File: config.mk
export PLATFORM = sky130hd
export DESIGN_NAME = ram_port_arbiter_flat
export DESIGN_NICKNAME = d
export VERILOG_FILES = /design/src/rtl/ram_port_arbiter_pkg.sv /design/src/rtl/ram_port_arbiter_if.sv /design/src/rtl/ram_port_arbiter_rr_pick2.sv /design/src/rtl/ram_port_arbiter.sv /design/src/flat_wrapper.sv
export SDC_FILE = /design/constraint.sdc
export NUM_CORES = 1
export LEC_CHECK = 0
export CAP_MARGIN = 25
export CELL_PAD_IN_SITES_DETAIL_PLACEMENT = 2
export CELL_PAD_IN_SITES_GLOBAL_PLACEMENT = 2
export CORE_AREA = 2 2 95 97
export CTS_CLUSTER_DIAMETER = 60
export DETAILED_ROUTE_END_ITERATION = 10
export DIE_AREA = 0 0 97 99
export PLACE_DENSITY_LB_ADDON = 0.1
export RECOVER_POWER = 100
export SLEW_MARGIN = 25
export SYNTH_ARGS = -nofsm -noshare
export SYNTH_HDL_FRONTEND = slang
export SYNTH_HIERARCHICAL = 1
export SYNTH_SLANG_ARGS = --single-unit
File: constraint.sdc
create_clock -name clk -period 2.1 [get_ports clk]
set_input_delay 0.42 -clock clk [delete_from_list [all_inputs] [get_ports clk]]
set_output_delay 0.42 -clock clk [all_outputs]
set_load 0.05 [all_outputs]
File: src/rtl/ram_port_arbiter_pkg.sv
// ram_port_arbiter_pkg: shared state/requester encodings and width defaults
package ram_port_arbiter_pkg;
  localparam int DATA_SIZE_DEF = 16;
  localparam int ADDR_SIZE_DEF = 6;
  typedef enum logic {NORMAL, LOCKED} state_t;
  typedef enum logic [1:0] {ID_IF = 2'd0, ID_DM = 2'd1, ID_HOST = 2'd2} req_id_t;
endpackage

File: src/rtl/ram_port_arbiter_if.sv
// ram_port_arbiter_if: requester ports and RAM side of the arbiter
interface ram_port_arbiter_if
  import ram_port_arbiter_pkg::*;
#(
  parameter int Data_Size = DATA_SIZE_DEF,
  parameter int Addr_Size = ADDR_SIZE_DEF
) ();
  logic                 IF_Req, IF_Gnt, IF_Rvalid;
  logic [Addr_Size-1:0] IF_Addr;
  logic                 DM_Req, DM_We, DM_Gnt, DM_Rvalid;
  logic [Addr_Size-1:0] DM_Addr;
  logic [Data_Size-1:0] DM_Wdata;
  logic                 HOST_Req, HOST_Lock, HOST_We, HOST_Gnt, HOST_Rvalid;
  logic [Addr_Size-1:0] HOST_Addr;
  logic [Data_Size-1:0] HOST_Wdata;
  logic                 Mem_En, Mem_We;
  logic [Addr_Size-1:0] Mem_Addr;
  logic [Data_Size-1:0] Mem_Wdata, Mem_Rdata, Rdata;
  logic                 Fetch_Stall;
  modport slave (
    input  IF_Req, IF_Addr, DM_Req, DM_We, DM_Addr, DM_Wdata,
           HOST_Req, HOST_Lock, HOST_We, HOST_Addr, HOST_Wdata, Mem_Rdata,
    output IF_Gnt, IF_Rvalid, DM_Gnt, DM_Rvalid, HOST_Gnt, HOST_Rvalid,
           Mem_En, Mem_We, Mem_Addr, Mem_Wdata, Rdata, Fetch_Stall
  );
  modport master (
    output IF_Req, IF_Addr, DM_Req, DM_We, DM_Addr, DM_Wdata,
           HOST_Req, HOST_Lock, HOST_We, HOST_Addr, HOST_Wdata, Mem_Rdata,
    input  IF_Gnt, IF_Rvalid, DM_Gnt, DM_Rvalid, HOST_Gnt, HOST_Rvalid,
           Mem_En, Mem_We, Mem_Addr, Mem_Wdata, Rdata, Fetch_Stall
  );
endinterface

File: src/rtl/ram_port_arbiter_rr_pick2.sv
// rr_pick2: two-way round-robin pick between DM (a) and HOST (b)
module rr_pick2 (
  input  logic clk,
  input  logic rst,
  input  logic req_a,
  input  logic req_b,
  input  logic gnt_a,
  input  logic gnt_b,
  output logic pick_b
);
  logic ptr;
  assign pick_b = req_b && (!req_a || ptr);
  // point at the port that did not just win
  always_ff @(posedge clk)
    if (rst) ptr <= 1'b0;
    else if (gnt_a || gnt_b) ptr <= gnt_a;
endmodule

File: src/rtl/ram_port_arbiter.sv
// ram_port_arbiter: single-port RAM arbiter for fetch, data and host-loader ports
module ram_port_arbiter
  import ram_port_arbiter_pkg::*;
#(
  parameter int Data_Size = DATA_SIZE_DEF,
  parameter int Addr_Size = ADDR_SIZE_DEF,
  parameter int Max_Wait  = 4
) (
  input logic clk,
  input logic rst,
  ram_port_arbiter_if.slave bus
);
  state_t               state;
  req_id_t              gid;
  logic [3:0]           wait_cnt;
  logic                 starve, pick_host, gv, if_rv, dm_rv, host_rv;
  logic [Addr_Size-1:0] addr_sel;
  logic [Data_Size-1:0] wdata_sel;
  assign starve = bus.IF_Req && wait_cnt == 4'(Max_Wait);
  rr_pick2 u_rr (
    .clk    (clk),
    .rst    (rst),
    .req_a  (bus.DM_Req),
    .req_b  (bus.HOST_Req),
    .gnt_a  (bus.DM_Gnt),
    .gnt_b  (bus.HOST_Gnt),
    .pick_b (pick_host)
  );
  // pick the single winner for this cycle; starved fetch beats the round-robin pair
  always_comb begin
    gv  = 1'b0;
    gid = ID_IF;
    if (rst) gv = 1'b0;
    else if (state == LOCKED) begin
      gv  = bus.HOST_Req;
      gid = ID_HOST;
    end
    else if (starve) gv = 1'b1;
    else if (bus.DM_Req || bus.HOST_Req) begin
      gv  = 1'b1;
      gid = pick_host ? ID_HOST : ID_DM;
    end
    else gv = bus.IF_Req;
  end
  assign bus.IF_Gnt      = gv && gid == ID_IF;
  assign bus.DM_Gnt      = gv && gid == ID_DM;
  assign bus.HOST_Gnt    = gv && gid == ID_HOST;
  assign addr_sel        = gid == ID_DM ? bus.DM_Addr : gid == ID_HOST ? bus.HOST_Addr : bus.IF_Addr;
  assign wdata_sel       = gid == ID_HOST ? bus.HOST_Wdata : bus.DM_Wdata;
  assign bus.Mem_En      = gv;
  assign bus.Mem_We      = (bus.DM_Gnt && bus.DM_We) || (bus.HOST_Gnt && bus.HOST_We);
  assign bus.Mem_Addr    = addr_sel;
  assign bus.Mem_Wdata   = wdata_sel;
  assign bus.Rdata       = bus.Mem_Rdata;
  assign bus.Fetch_Stall = bus.IF_Req && !bus.IF_Gnt;
  assign bus.IF_Rvalid   = if_rv && !rst;
  assign bus.DM_Rvalid   = dm_rv && !rst;
  assign bus.HOST_Rvalid = host_rv && !rst;
  // lock FSM, fetch starvation counter and read-valid pipeline
  always_ff @(posedge clk)
    if (rst) begin
      state    <= NORMAL;
      wait_cnt <= 4'd0;
      if_rv    <= 1'b0;
      dm_rv    <= 1'b0;
      host_rv  <= 1'b0;
    end else begin
      state    <= state == NORMAL ? (bus.HOST_Gnt && bus.HOST_Lock ? LOCKED : NORMAL)
                                  : (bus.HOST_Lock ? LOCKED : NORMAL);
      wait_cnt <= (!bus.IF_Req || bus.IF_Gnt) ? 4'd0
                : wait_cnt == 4'(Max_Wait) ? wait_cnt : wait_cnt + 4'd1;
      if_rv    <= bus.IF_Gnt;
      dm_rv    <= bus.DM_Gnt && !bus.DM_We;
      host_rv  <= bus.HOST_Gnt && !bus.HOST_We;
    end
endmodule
File: src/flat_wrapper.sv
// flat-port wrapper written by rule: the top's interface ports become plain ports
module ram_port_arbiter_flat import ram_port_arbiter_pkg::*;
#(
  parameter int Data_Size = DATA_SIZE_DEF,
  parameter int Addr_Size = ADDR_SIZE_DEF,
  parameter int Max_Wait  = 4
)
  (clk, rst, bus_IF_Req, bus_IF_Addr, bus_DM_Req, bus_DM_We, bus_DM_Addr, bus_DM_Wdata, bus_HOST_Req, bus_HOST_Lock, bus_HOST_We, bus_HOST_Addr, bus_HOST_Wdata, bus_Mem_Rdata, bus_IF_Gnt, bus_IF_Rvalid, bus_DM_Gnt, bus_DM_Rvalid, bus_HOST_Gnt, bus_HOST_Rvalid, bus_Mem_En, bus_Mem_We, bus_Mem_Addr, bus_Mem_Wdata, bus_Rdata, bus_Fetch_Stall);
  ram_port_arbiter_if #(.Data_Size(Data_Size), .Addr_Size(Addr_Size)) bus_i ();
  input logic clk;
  input logic rst;
  input wire logic [$bits(bus_i.IF_Req)-1:0] bus_IF_Req;
  input wire logic [$bits(bus_i.IF_Addr)-1:0] bus_IF_Addr;
  input wire logic [$bits(bus_i.DM_Req)-1:0] bus_DM_Req;
  input wire logic [$bits(bus_i.DM_We)-1:0] bus_DM_We;
  input wire logic [$bits(bus_i.DM_Addr)-1:0] bus_DM_Addr;
  input wire logic [$bits(bus_i.DM_Wdata)-1:0] bus_DM_Wdata;
  input wire logic [$bits(bus_i.HOST_Req)-1:0] bus_HOST_Req;
  input wire logic [$bits(bus_i.HOST_Lock)-1:0] bus_HOST_Lock;
  input wire logic [$bits(bus_i.HOST_We)-1:0] bus_HOST_We;
  input wire logic [$bits(bus_i.HOST_Addr)-1:0] bus_HOST_Addr;
  input wire logic [$bits(bus_i.HOST_Wdata)-1:0] bus_HOST_Wdata;
  input wire logic [$bits(bus_i.Mem_Rdata)-1:0] bus_Mem_Rdata;
  output wire logic [$bits(bus_i.IF_Gnt)-1:0] bus_IF_Gnt;
  output wire logic [$bits(bus_i.IF_Rvalid)-1:0] bus_IF_Rvalid;
  output wire logic [$bits(bus_i.DM_Gnt)-1:0] bus_DM_Gnt;
  output wire logic [$bits(bus_i.DM_Rvalid)-1:0] bus_DM_Rvalid;
  output wire logic [$bits(bus_i.HOST_Gnt)-1:0] bus_HOST_Gnt;
  output wire logic [$bits(bus_i.HOST_Rvalid)-1:0] bus_HOST_Rvalid;
  output wire logic [$bits(bus_i.Mem_En)-1:0] bus_Mem_En;
  output wire logic [$bits(bus_i.Mem_We)-1:0] bus_Mem_We;
  output wire logic [$bits(bus_i.Mem_Addr)-1:0] bus_Mem_Addr;
  output wire logic [$bits(bus_i.Mem_Wdata)-1:0] bus_Mem_Wdata;
  output wire logic [$bits(bus_i.Rdata)-1:0] bus_Rdata;
  output wire logic [$bits(bus_i.Fetch_Stall)-1:0] bus_Fetch_Stall;
  assign bus_i.IF_Req = bus_IF_Req;
  assign bus_i.IF_Addr = bus_IF_Addr;
  assign bus_i.DM_Req = bus_DM_Req;
  assign bus_i.DM_We = bus_DM_We;
  assign bus_i.DM_Addr = bus_DM_Addr;
  assign bus_i.DM_Wdata = bus_DM_Wdata;
  assign bus_i.HOST_Req = bus_HOST_Req;
  assign bus_i.HOST_Lock = bus_HOST_Lock;
  assign bus_i.HOST_We = bus_HOST_We;
  assign bus_i.HOST_Addr = bus_HOST_Addr;
  assign bus_i.HOST_Wdata = bus_HOST_Wdata;
  assign bus_i.Mem_Rdata = bus_Mem_Rdata;
  assign bus_IF_Gnt = bus_i.IF_Gnt;
  assign bus_IF_Rvalid = bus_i.IF_Rvalid;
  assign bus_DM_Gnt = bus_i.DM_Gnt;
  assign bus_DM_Rvalid = bus_i.DM_Rvalid;
  assign bus_HOST_Gnt = bus_i.HOST_Gnt;
  assign bus_HOST_Rvalid = bus_i.HOST_Rvalid;
  assign bus_Mem_En = bus_i.Mem_En;
  assign bus_Mem_We = bus_i.Mem_We;
  assign bus_Mem_Addr = bus_i.Mem_Addr;
  assign bus_Mem_Wdata = bus_i.Mem_Wdata;
  assign bus_Rdata = bus_i.Rdata;
  assign bus_Fetch_Stall = bus_i.Fetch_Stall;
  ram_port_arbiter #(.Data_Size(Data_Size), .Addr_Size(Addr_Size), .Max_Wait(Max_Wait)) u_core (.clk(clk), .rst(rst), .bus(bus_i));
endmodule
==> results of run 1 <==
## cells in the final DEF (no fill, tap or decap), types with 2 or more instances in the layout
| cell type | instances |
|---|---|
| nor2_1 | 3 |
| nor3_1 | 4 |
| inv_2 | 3 |
| inv_1 | 19 |
| clkbuf_8 | 3 |
| clkdlybuf4s15_1 | 2 |
| buf_4 | 21 |
| o221ai_4 | 6 |
| dfxtp_2 | 2 |
| nand3_1 | 2 |
| mux2i_1 | 2 |
| nor2b_1 | 4 |
| mux2_2 | 2 |
| mux2_4 | 14 |
| nand2b_1 | 3 |
| buf_6 | 6 |
| dfxtp_1 | 7 |
| clkdlybuf4s50_1 | 53 |
| a21oi_1 | 2 |
| o211ai_1 | 7 |
| buf_12 | 32 |
## area by class of cell
| cell class | count | area share (%) |
|---|---|---|
| repair buffers | 117 | 52.3 |
| multi-input cells | 73 | 31.6 |
| flip-flops and latches | 9 | 6.57 |
| well taps | 108 | 4.86 |
| inverters | 22 | 2.97 |
| clock buffers | 3 | 1.49 |
| clock inverters | 1 | 0.180 |
## worst min-delay path, delay by kind of cell (launching register included)
family / cells / cell delay [ns]
flops: 1 / 0.31
simple gates: 1 / 0.08
compound gates: 1 / 0.05
## registers in the layout (all words and copies together) (netlist names)
register / flops
u_core/host_rv: 1
u_core/u_rr/ptr: 1
u_core/dm_rv: 1
u_core/state: 1
u_core/if_rv: 1
u_core/wait_cnt: 4
## cell families (layout without fill, tap and decap cells)
| kind of cell | after synthesis | in the layout | synth area share, % |
|---|---|---|---|
| xor gates and xnor gates | 1 | 1 | 0.803 |
| AOI/OAI and AO/OA | 26 | 26 | 19.8 |
| DFF | 9 | 9 | 16.5 |
| and+or+nand+nor | 26 | 26 | 14.1 |
| muxes | 18 | 18 | 23.2 |
| adders and majority gates | 2 | 2 | 2.29 |
| buffers and inverters | 43 | 143 | 23.3 |
## per-stage QoR
step | hold slack (ns) | worst slack [ns] | utilization (%) | cells | TNS (ns)
floorplan | 0.457 | -0.123 | - | 125 | -0.854
detailed placement | 0.486 | -0.589 | 29.2 | 324 | -13.61
global placement | 0.478 | -0.530 | 29.2 | 324 | -12.62
finish | 0.488 | -0.141 | 32.5 | 333 | -2.47
global route | 0.506 | -0.225 | 32.5 | 333 | -4.73
CTS | 0.496 | -0.293 | 32.2 | 331 | -5.59
## how the worst max path moves through the flow
stage                     cells after the start                from                 to
final                                         7  u_core/wait_cnt[0]   bus_Mem_Wdata[0]
after floorplan                               5  u_core/wait_cnt[0]    bus_Mem_Addr[0]
after CTS                                     8  u_core/wait_cnt[1]  bus_Mem_Wdata[10]
after detailed placement                      7        bus_HOST_Req    bus_Mem_Addr[3]
after global placement                        7        bus_HOST_Req    bus_Mem_Addr[4]
after global routing                          7  u_core/wait_cnt[0]   bus_Mem_Wdata[0]
## power by group through the flow
stage	Combinational, W	Clock [W]	Sequential, W
6_report	0.000795	0.000207	0.000181
5_1_grt	0.000831	0.000226	0.000182
2_1_floorplan	0.000422	0	0.000184
3_5_place_dp	0.000732	0	0.000184
4_1_cts	0.000800	0.000220	0.000182
3_3_place_gp	0.000719	0	0.000184
## routing by layer
metal  share of wire [%]  wire length, um  up-vias
met4                0.48               27        0
met5                   0                0        -
met1                  43             2430      618
met3                 7.8              436        8
met2                  48             2720       64
li1                    -                -      619
## repair_timing
item                                    CTS  global route
hold buffers                              0             0
cloned                                    2             0
endpoints found under the setup margin   28            28
endpoints found under the hold margin     0             0
gates resized for setup                  33            14
buffers inserted                          1             3
pin swaps                                 5             9
==> results.rst, run 1 <==
.. list-table::
   :header-rows: 1

   * - Metric
     - Value
   * - Number of cells on the worst reg-to-reg path
     - 10
   * - Hold depth
     - 2
   * - Global routing usage summed across all routing layers
     - 11.5%
   * - Final Wtd Congestion
     - about 0.75
   * - Total of flip-flops plus latches after synthesis
     - 9
   * - Placed Area
     - around 0.0025 mm2
   * - Maximum clock insertion buffer count
     - 2
   * - Clock network fraction of total power
     - 17.5%
   * - Top cells by area, synth
     - mux2_4 19%, dfxtp_1 17%, buf_4 11%
   * - Slowest cell on crit path
     - mux2_2
   * - Die extent in x
     - approximately 97 um
   * - Fraction of layout instances using a drive strength above 1
     - between 40% and 50%
   * - Antenna diode count
     - 0
   * - Portion of the post-synthesis area used by sequential elements
     - ~17%
   * - Remaining design rule violation count
     - 0
   * - Synth warnings
     - 6
   * - Number of cells produced by synthesis
     - roughly 130
   * - Start point of the worst hold path
     - u_core/u_rr/ptr
   * - Worst-case headroom to the max-slew limit
     - ~71%
   * - DRC violation total after the first TritonRoute iteration
     - 19
   * - Final period utilization
     - 107%
   * - Antenna Violating Nets Remaining
     - 0
   * - Post-synth EDFFs
     - 0
   * - Cell-by-cell listing of the critical path
     - inv_2 -> ha_4 -> nand4b_4 -> a41oi_4 -> buf_12 -> mux2_2 -> buf_6
   * - Startpoint of the most critical register-to-register path
     - u_core/wait_cnt[0]
   * - Die area
     - about 0.0096 mm2
   * - Clock Sink Count
     - 9
   * - Number of detailed-routing iterations run before antenna repair
     - 4
   * - Overall power of the completed layout
     - 0.00118 W
   * - RSZ-0062 raised after global routing
     - yes
   * - Fmax achieved
     - between 400 and 500 MHz
   * - CTS H-tree depth
     - 1
   * - Worst Hold Endpoint
     - u_core/u_rr/ptr
   * - R2R Path End
     - u_core/u_rr/ptr
   * - Initial standard-cell utilization of the core
     - 12.8%
   * - Footprint of the multi-input gates
     - 878 um2
   * - Row count
     - 34
   * - Wire length of the first global-routing pass
     - 8.71 mm
   * - Final hold violations
     - 0
   * - GR met3 Demand/Resource
     - under 10%
   * - Minimum setup slack in the final design
     - -0.141 ns
   * - Largest net degree at the start of global routing
     - 10
   * - Post-synthesis area per instance
     - between 8 and 9 um2
   * - Kind of start point of the critical path
     - flop
   * - Share of flip-flops with an asynchronous set or reset
     - 0%
   * - Number of buffer cells added on primary ports
     - just under 90
   * - Number of I/O pins
     - 121
   * - Worst-skew pair later-pin latency
     - 0.24 ns
   * - Violated checks
     - setup timing
   * - Outcome
     - finished with violations
   * - Share of Yosys cell area claimed by the top area cell type
     - between 10% and 20%
   * - Count of buffer and inverter cells on the critical path
     - 3
   * - Ranking of synthesized cells by instance count
     - 22 x inv_1, 16 x buf_4, 14 x mux2_4
   * - Fraction of power spent switching nets
     - between 30% and 40%
   * - Net count after synthesis
     - roughly 200
   * - Total number of vias
     - 1309
   * - Category of cells accounting for the largest share of critical-path delay
     - buffers and inverters
   * - Dominant cell type by area after synthesis
     - mux2_4
   * - Layout overhead on the synthesized area
     - 155%
   * - Main synth FF type
     - dfxtp_1
   * - Avg Vias per Cell
     - 3.93
   * - Power per unit of standard cell area
     - roughly 430 mW/mm2
   * - Sum of overflow across all layers after global routing
     - 0
   * - Register-to-Register Setup Slack
     - ~0.46 ns
   * - Combinational Power Share
     - around 67%
   * - Detailed-placement wirelength estimate
     - 4.65 mm
   * - Number of buffers created by CTS
     - 3
   * - Via count of the first global-routing pass
     - between 1000 and 1500
   * - Clock skew after layout
     - ~0.0058 ns
   * - Post-synthesis instance area
     - roughly 0.0011 mm2
   * - CTS tree
     - built
   * - DIE HEIGHT
     - just under 100 um
   * - Nets@finish
     - between 300 and 400
   * - Hold crit path type
     - reg2reg
   * - Final WL
     - 5.62 mm
   * - Fraction of power consumed by sequential logic
     - between 10% and 20%
   * - Distinct cells, synth
     - 35
   * - Transition time of the tightest slew-check pin
     - about 0.44 ns
   * - Core Region
     - between 0.008 and 0.009 mm2
   * - Count leader, synth
     - inv_1
   * - CP Capture Type
     - primary output
   * - Met1 demand-to-capacity share in global routing
     - roughly 15%
   * - Power spent charging and discharging nets
     - roughly 0.00045 W
   * - Most crowded layer after global routing
     - met2
   * - Sequential cell area
     - 183 um2
   * - Highest fanout seen on the critical path
     - 9
   * - Met2 track utilization from global routing
     - between 10% and 20%
   * - Wire length per cell after detailed routing
     - ~17 um
   * - Filler cells
     - approximately 900
   * - Antenna violations before repair
     - 0
   * - Setup violations, final
     - 24
   * - WP data arrival
     - approximately 1.8 ns
   * - Post-route cell area
     - ~0.0028 mm2
   * - Time the final worst path needs with I/O delays and setup
     - ~2.2 ns
   * - Max-slew violations
     - 0
   * - Data required time at the worst endpoint
     - approximately 1.7 ns
   * - Crit Path Class
     - reg2out
   * - Root buf cell
     - clkbuf_8
   * - CP max stage delay
     - between 0.3 and 0.4 ns
   * - Clk pin slew, worst setup/hold paths
     - around 0.05 ns
   * - Max-cap viol count
     - 0
   * - Peak VDD IR
     - ~0.17 mV
   * - Cell leakage power
     - 1.17 nW
   * - Pint
     - approximately 0.00073 W
(Power assumes the default switching activity.)
==> inputs of run 2 (changes only) <==
--- a/config.mk
+++ b/config.mk
@@ -8,10 +8,10 @@
 export CAP_MARGIN = 25
 export CELL_PAD_IN_SITES_DETAIL_PLACEMENT = 2
 export CELL_PAD_IN_SITES_GLOBAL_PLACEMENT = 2
-export CORE_AREA = 2 2 95 97
+export CORE_AREA = 2 2 92 94
 export CTS_CLUSTER_DIAMETER = 60
 export DETAILED_ROUTE_END_ITERATION = 10
-export DIE_AREA = 0 0 97 99
+export DIE_AREA = 0 0 94 96
 export PLACE_DENSITY_LB_ADDON = 0.1
 export RECOVER_POWER = 100
 export SLEW_MARGIN = 25
==> constraint.sdc (replaced) <==
create_clock -name clk -period 2.7 [get_ports clk]
set_input_delay 0.54 -clock clk [delete_from_list [all_inputs] [get_ports clk]]
set_output_delay 0.54 -clock clk [all_outputs]
set_load 0.05 [all_outputs]
==> run 2 against run 1 <==
  * Register-to-register slack improved by 0.53 ns
  * Clock skew fell by 0.0016 ns
  * Combinational power fell by 36%
  * Via count fell by 3.6%
  * Cell area fell by 18%
  * Global-route usage rose by 0.29 points
  * Critical path depth did not move
  * Final cell count fell by 4.5%
  * Routed wire length fell by 6.9%
  * Sequential share of layout area rose by 1.3 points
  * The run now ends clean
  * Non-clock buffer count fell by 12
==> results.rst, run 2 (synthesized netlist as in run 1, its figures left out) <==
.. list-table::
   :header-rows: 1

   * - Metric
     - Value
   * - Die area
     - 0.00902 mm2 (was 0.00960 mm2)
   * - Dominant cell type by count on the critical path
     - buf_12
   * - Largest net degree at the start of global routing
     - 10 (unchanged)
   * - Max-slew violations
     - 0 (unchanged)
   * - Via count of the first global-routing pass
     - 1421 (was 1492)
   * - Hold crit path type
     - reg2reg (unchanged)
   * - Post-placement worst setup slack
     - -0.135 ns (was -0.589 ns)
   * - Sum of overflow across all layers after global routing
     - 0 (unchanged)
   * - Antenna violations before repair
     - 0 (unchanged)
   * - Row count
     - 33 (was 34)
   * - Die extent in x
     - 94 um (was 97 um)
   * - Setup violations, final
     - 0 (was 24)
   * - Outcome
     - finished, final reports clean (was finished with violations)
   * - Power spent charging and discharging nets
     - 0.000320 W (was 0.000452 W)
   * - Layout overhead on the synthesized area
     - 110% (was 155%)
   * - Clock network fraction of total power
     - 20.4% (was 17.5%)
   * - Peak VDD IR
     - 0.170 mV (about the same)
   * - Count of buffer and inverter cells on the critical path
     - 4 (was 3)
   * - Minimum setup slack in the final design
     - 0.0798 ns (was -0.141 ns)
   * - Power per unit of standard cell area
     - 357 mW/mm2 (was 426 mW/mm2)
   * - Pint
     - 0.000497 W (was 0.000731 W)
   * - Nets@finish
     - 290 (was 302)
   * - Accumulated negative setup slack
     - 0 ns (was -2.47 ns)
   * - DIE HEIGHT
     - 96 um (was 99 um)
   * - RSZ-0062 raised after global routing
     - no (was yes)
   * - CTS tree
     - built (unchanged)
   * - WP data arrival
     - 2.08 ns (was 1.82 ns)
   * - Clock Sink Count
     - 9 (unchanged)
   * - Worst-case headroom to the max-slew limit
     - 60.1% (was 70.6%)
   * - CP Capture Type
     - primary output (unchanged)
   * - Core Region
     - 0.00805 mm2 (was 0.00855 mm2)
   * - Transition time of the tightest slew-check pin
     - 0.601 ns (was 0.440 ns)
   * - Final cell count without fillers
     - 318 (was 333)
   * - Most flop-heavy register
     - u_core/wait_cnt (unchanged)
   * - Data required time at the worst endpoint
     - 2.16 ns (was 1.68 ns)
   * - Initial standard-cell utilization of the core
     - 13.6% (was 12.8%)
   * - Worst-skew pair later-pin latency
     - 0.24 ns (about the same)
   * - Clk pin slew, worst setup/hold paths
     - 0.05 ns (about the same)
   * - Antenna Violating Nets Remaining
     - 0 (unchanged)
   * - Fraction of power consumed by sequential logic
     - 17.5% (was 15.3%)
   * - Inst Count DP
     - 313 (was 324)
   * - WHS
     - 0.485 ns (was 0.488 ns)
   * - Total number of vias
     - 1262 (was 1309)
   * - Avg Vias per Cell
     - 3.97 (was 3.93)
   * - Clock skew after layout
     - 0.00420 ns (was 0.00577 ns)
   * - Placed Area
     - 0.00235 mm2 (was 0.00250 mm2)
   * - Max-cap viol count
     - 0 (unchanged)
   * - Most frequent standard cell in the layout excluding fill and tap cells
     - clkdlybuf4s50_1 (unchanged)
   * - Cell leakage power
     - 0.994 nW (was 1.17 nW)
   * - Number of buffer cells added on primary ports
     - 88 (unchanged)
   * - Root buf cell
     - clkbuf_8 (unchanged)
   * - CP max stage delay
     - 0.34 ns (about the same)
   * - Time the final worst path needs with I/O delays and setup
     - 2.62 ns
   * - Category of cells accounting for the largest share of critical-path delay
     - buffers and inverters (unchanged)
   * - Fraction of layout instances using a drive strength above 1
     - 31.9% (was 48.0%)
   * - DRC violation total after the first TritonRoute iteration
     - 22 (was 19)
   * - Wire length per cell after detailed routing
     - 16.4 um (was 16.9 um)
   * - Number of detailed-routing iterations run before antenna repair
     - 3 (was 4)
   * - CTS H-tree depth
     - 1 (unchanged)
   * - Largest register FFs
     - 4 (unchanged)
   * - Top library cells by usage in the layout, fill and taps aside
     - 53 x clkdlybuf4s50_1, 22 x inv_1, 16 x buf_12, 16 x mux2_4, 12 x buf_4 (was 53 x clkdlybuf4s50_1, 32 x buf_12, 21 x buf_4, 19 x inv_1, 14 x mux2_4)
   * - Combinational Power Share
     - 62.1% (was 67.2%)
   * - Wire length of the first global-routing pass
     - 8.20 mm (was 8.71 mm)
   * - Register-to-Register Setup Slack
     - 0.99 ns (was 0.46 ns)
   * - Post-route cell area
     - 0.00229 mm2 (was 0.00278 mm2)
   * - Filler cells
     - 904 (was 906)
   * - Highest fanout seen on the critical path
     - 8 (was 9)
   * - Detailed-placement wirelength estimate
     - 4.41 mm (was 4.65 mm)
   * - Final hold violations
     - 0 (unchanged)
   * - Maximum clock insertion buffer count
     - 2 (unchanged)
   * - Fraction of power spent switching nets
     - 39.1% (was 38.2%)
   * - Final WL
     - 5.23 mm (was 5.62 mm)
   * - Slowest cell on crit path
     - a41oi_4 (was mux2_2)
   * - Number of buffers added to fix hold violations after cts
     - 0 (unchanged)
   * - Antenna diode count
     - 0 (unchanged)
   * - Number of I/O pins
     - 121 (unchanged)
   * - Number of buffers created by CTS
     - 3 (unchanged)
   * - Crit Path Class
     - in2out (was reg2out)
   * - Fmax achieved
     - between 300 and 400 MHz
   * - Global routing usage summed across all routing layers
     - 11.8% (was 11.5%)
   * - Remaining design rule violation count
     - 0 (unchanged)
   * - Final Wtd Congestion
     - 0.755 (about the same)
   * - Cell-by-cell listing of the critical path
     - dlygate4sd2_1 -> a21boi_0 -> buf_4 -> a41oi_4 -> buf_12 -> mux2_4 -> buf_12 (was inv_2 -> ha_4 -> nand4b_4 -> a41oi_4 -> buf_12 -> mux2_2 -> buf_6)
   * - Kind of start point of the critical path
     - input pin (was flop)
   * - Final period utilization
     - between 90% and 100%
-- run 2: layout make-up --
class                      instances  area [um2]  area share [%]
tap                              105         131            5.75
timing repair buffer             105        1150            50.3
clock buffer                       4        45.0            1.97
multi-input combinational         73         697            30.5
sequential                         9         180            7.88
inverter                          22        82.6            3.61
-- run 2: routing by layer --
metal  wire length, um  part of all wire, %  GRT usage (%)  vias to the layer above
li1                  -                    -              -                      594
met1              2010                   38           13.1                      609
met2              2830                   54           22.7                       57
met3               379                  7.2           3.60                        2
met4                12                 0.23           1.09                        0
met5                 0                    0              0                        -
-- run 2: stage by stage --
step | total power (W) | utilization [%]
CTS | 0.000872 | 30.5
detailed placement | 0.000685 | 29.2
finish | 0.000817 | 28.4
global route | 0.000858 | 28.4
floorplan | 0.000457 | -
global placement | 0.000675 | 29.2
-- run 2: worst reg2reg max path, delay by kind of cell, from the launching register on --
kind,cells,cell delay (ns)
buf+inv,2,0.26
simple gates,3,0.40
flops,1,0.35
fa+ha+maj,1,0.24
compound gates,2,0.40
-- run 2: final timing paths --
kind,start,to,depth (start not counted)
worst min register to register,u_core/u_rr/ptr,u_core/u_rr/ptr,2
worst max register to register,u_core/wait_cnt[0],u_core/u_rr/ptr,8
worst min-delay path,u_core/u_rr/ptr,u_core/u_rr/ptr,2
worst max-delay path,bus_HOST_Req,bus_Mem_Wdata[11],7
-- run 2: repair_timing --
item / 4_1_cts / 5_1_grt
cloned: 1 / 0
setup endpoints to repair: 24 / 19
buffers inserted: 0 / 0
resized for setup: 13 / 3
pin swaps: 1 / 1
-- run 2: power by group through the flow --
| stage | sequential [W] | clock (W) | combinational, W |
|---|---|---|---|
| after global placement | 0.000146 | 0 | 0.000529 |
| after CTS | 0.000143 | 0.000174 | 0.000555 |
| final | 0.000143 | 0.000166 | 0.000507 |
| after global routing | 0.000144 | 0.000181 | 0.000533 |
| after floorplan | 0.000143 | 0 | 0.000314 |
| after detailed placement | 0.000146 | 0 | 0.000539 |
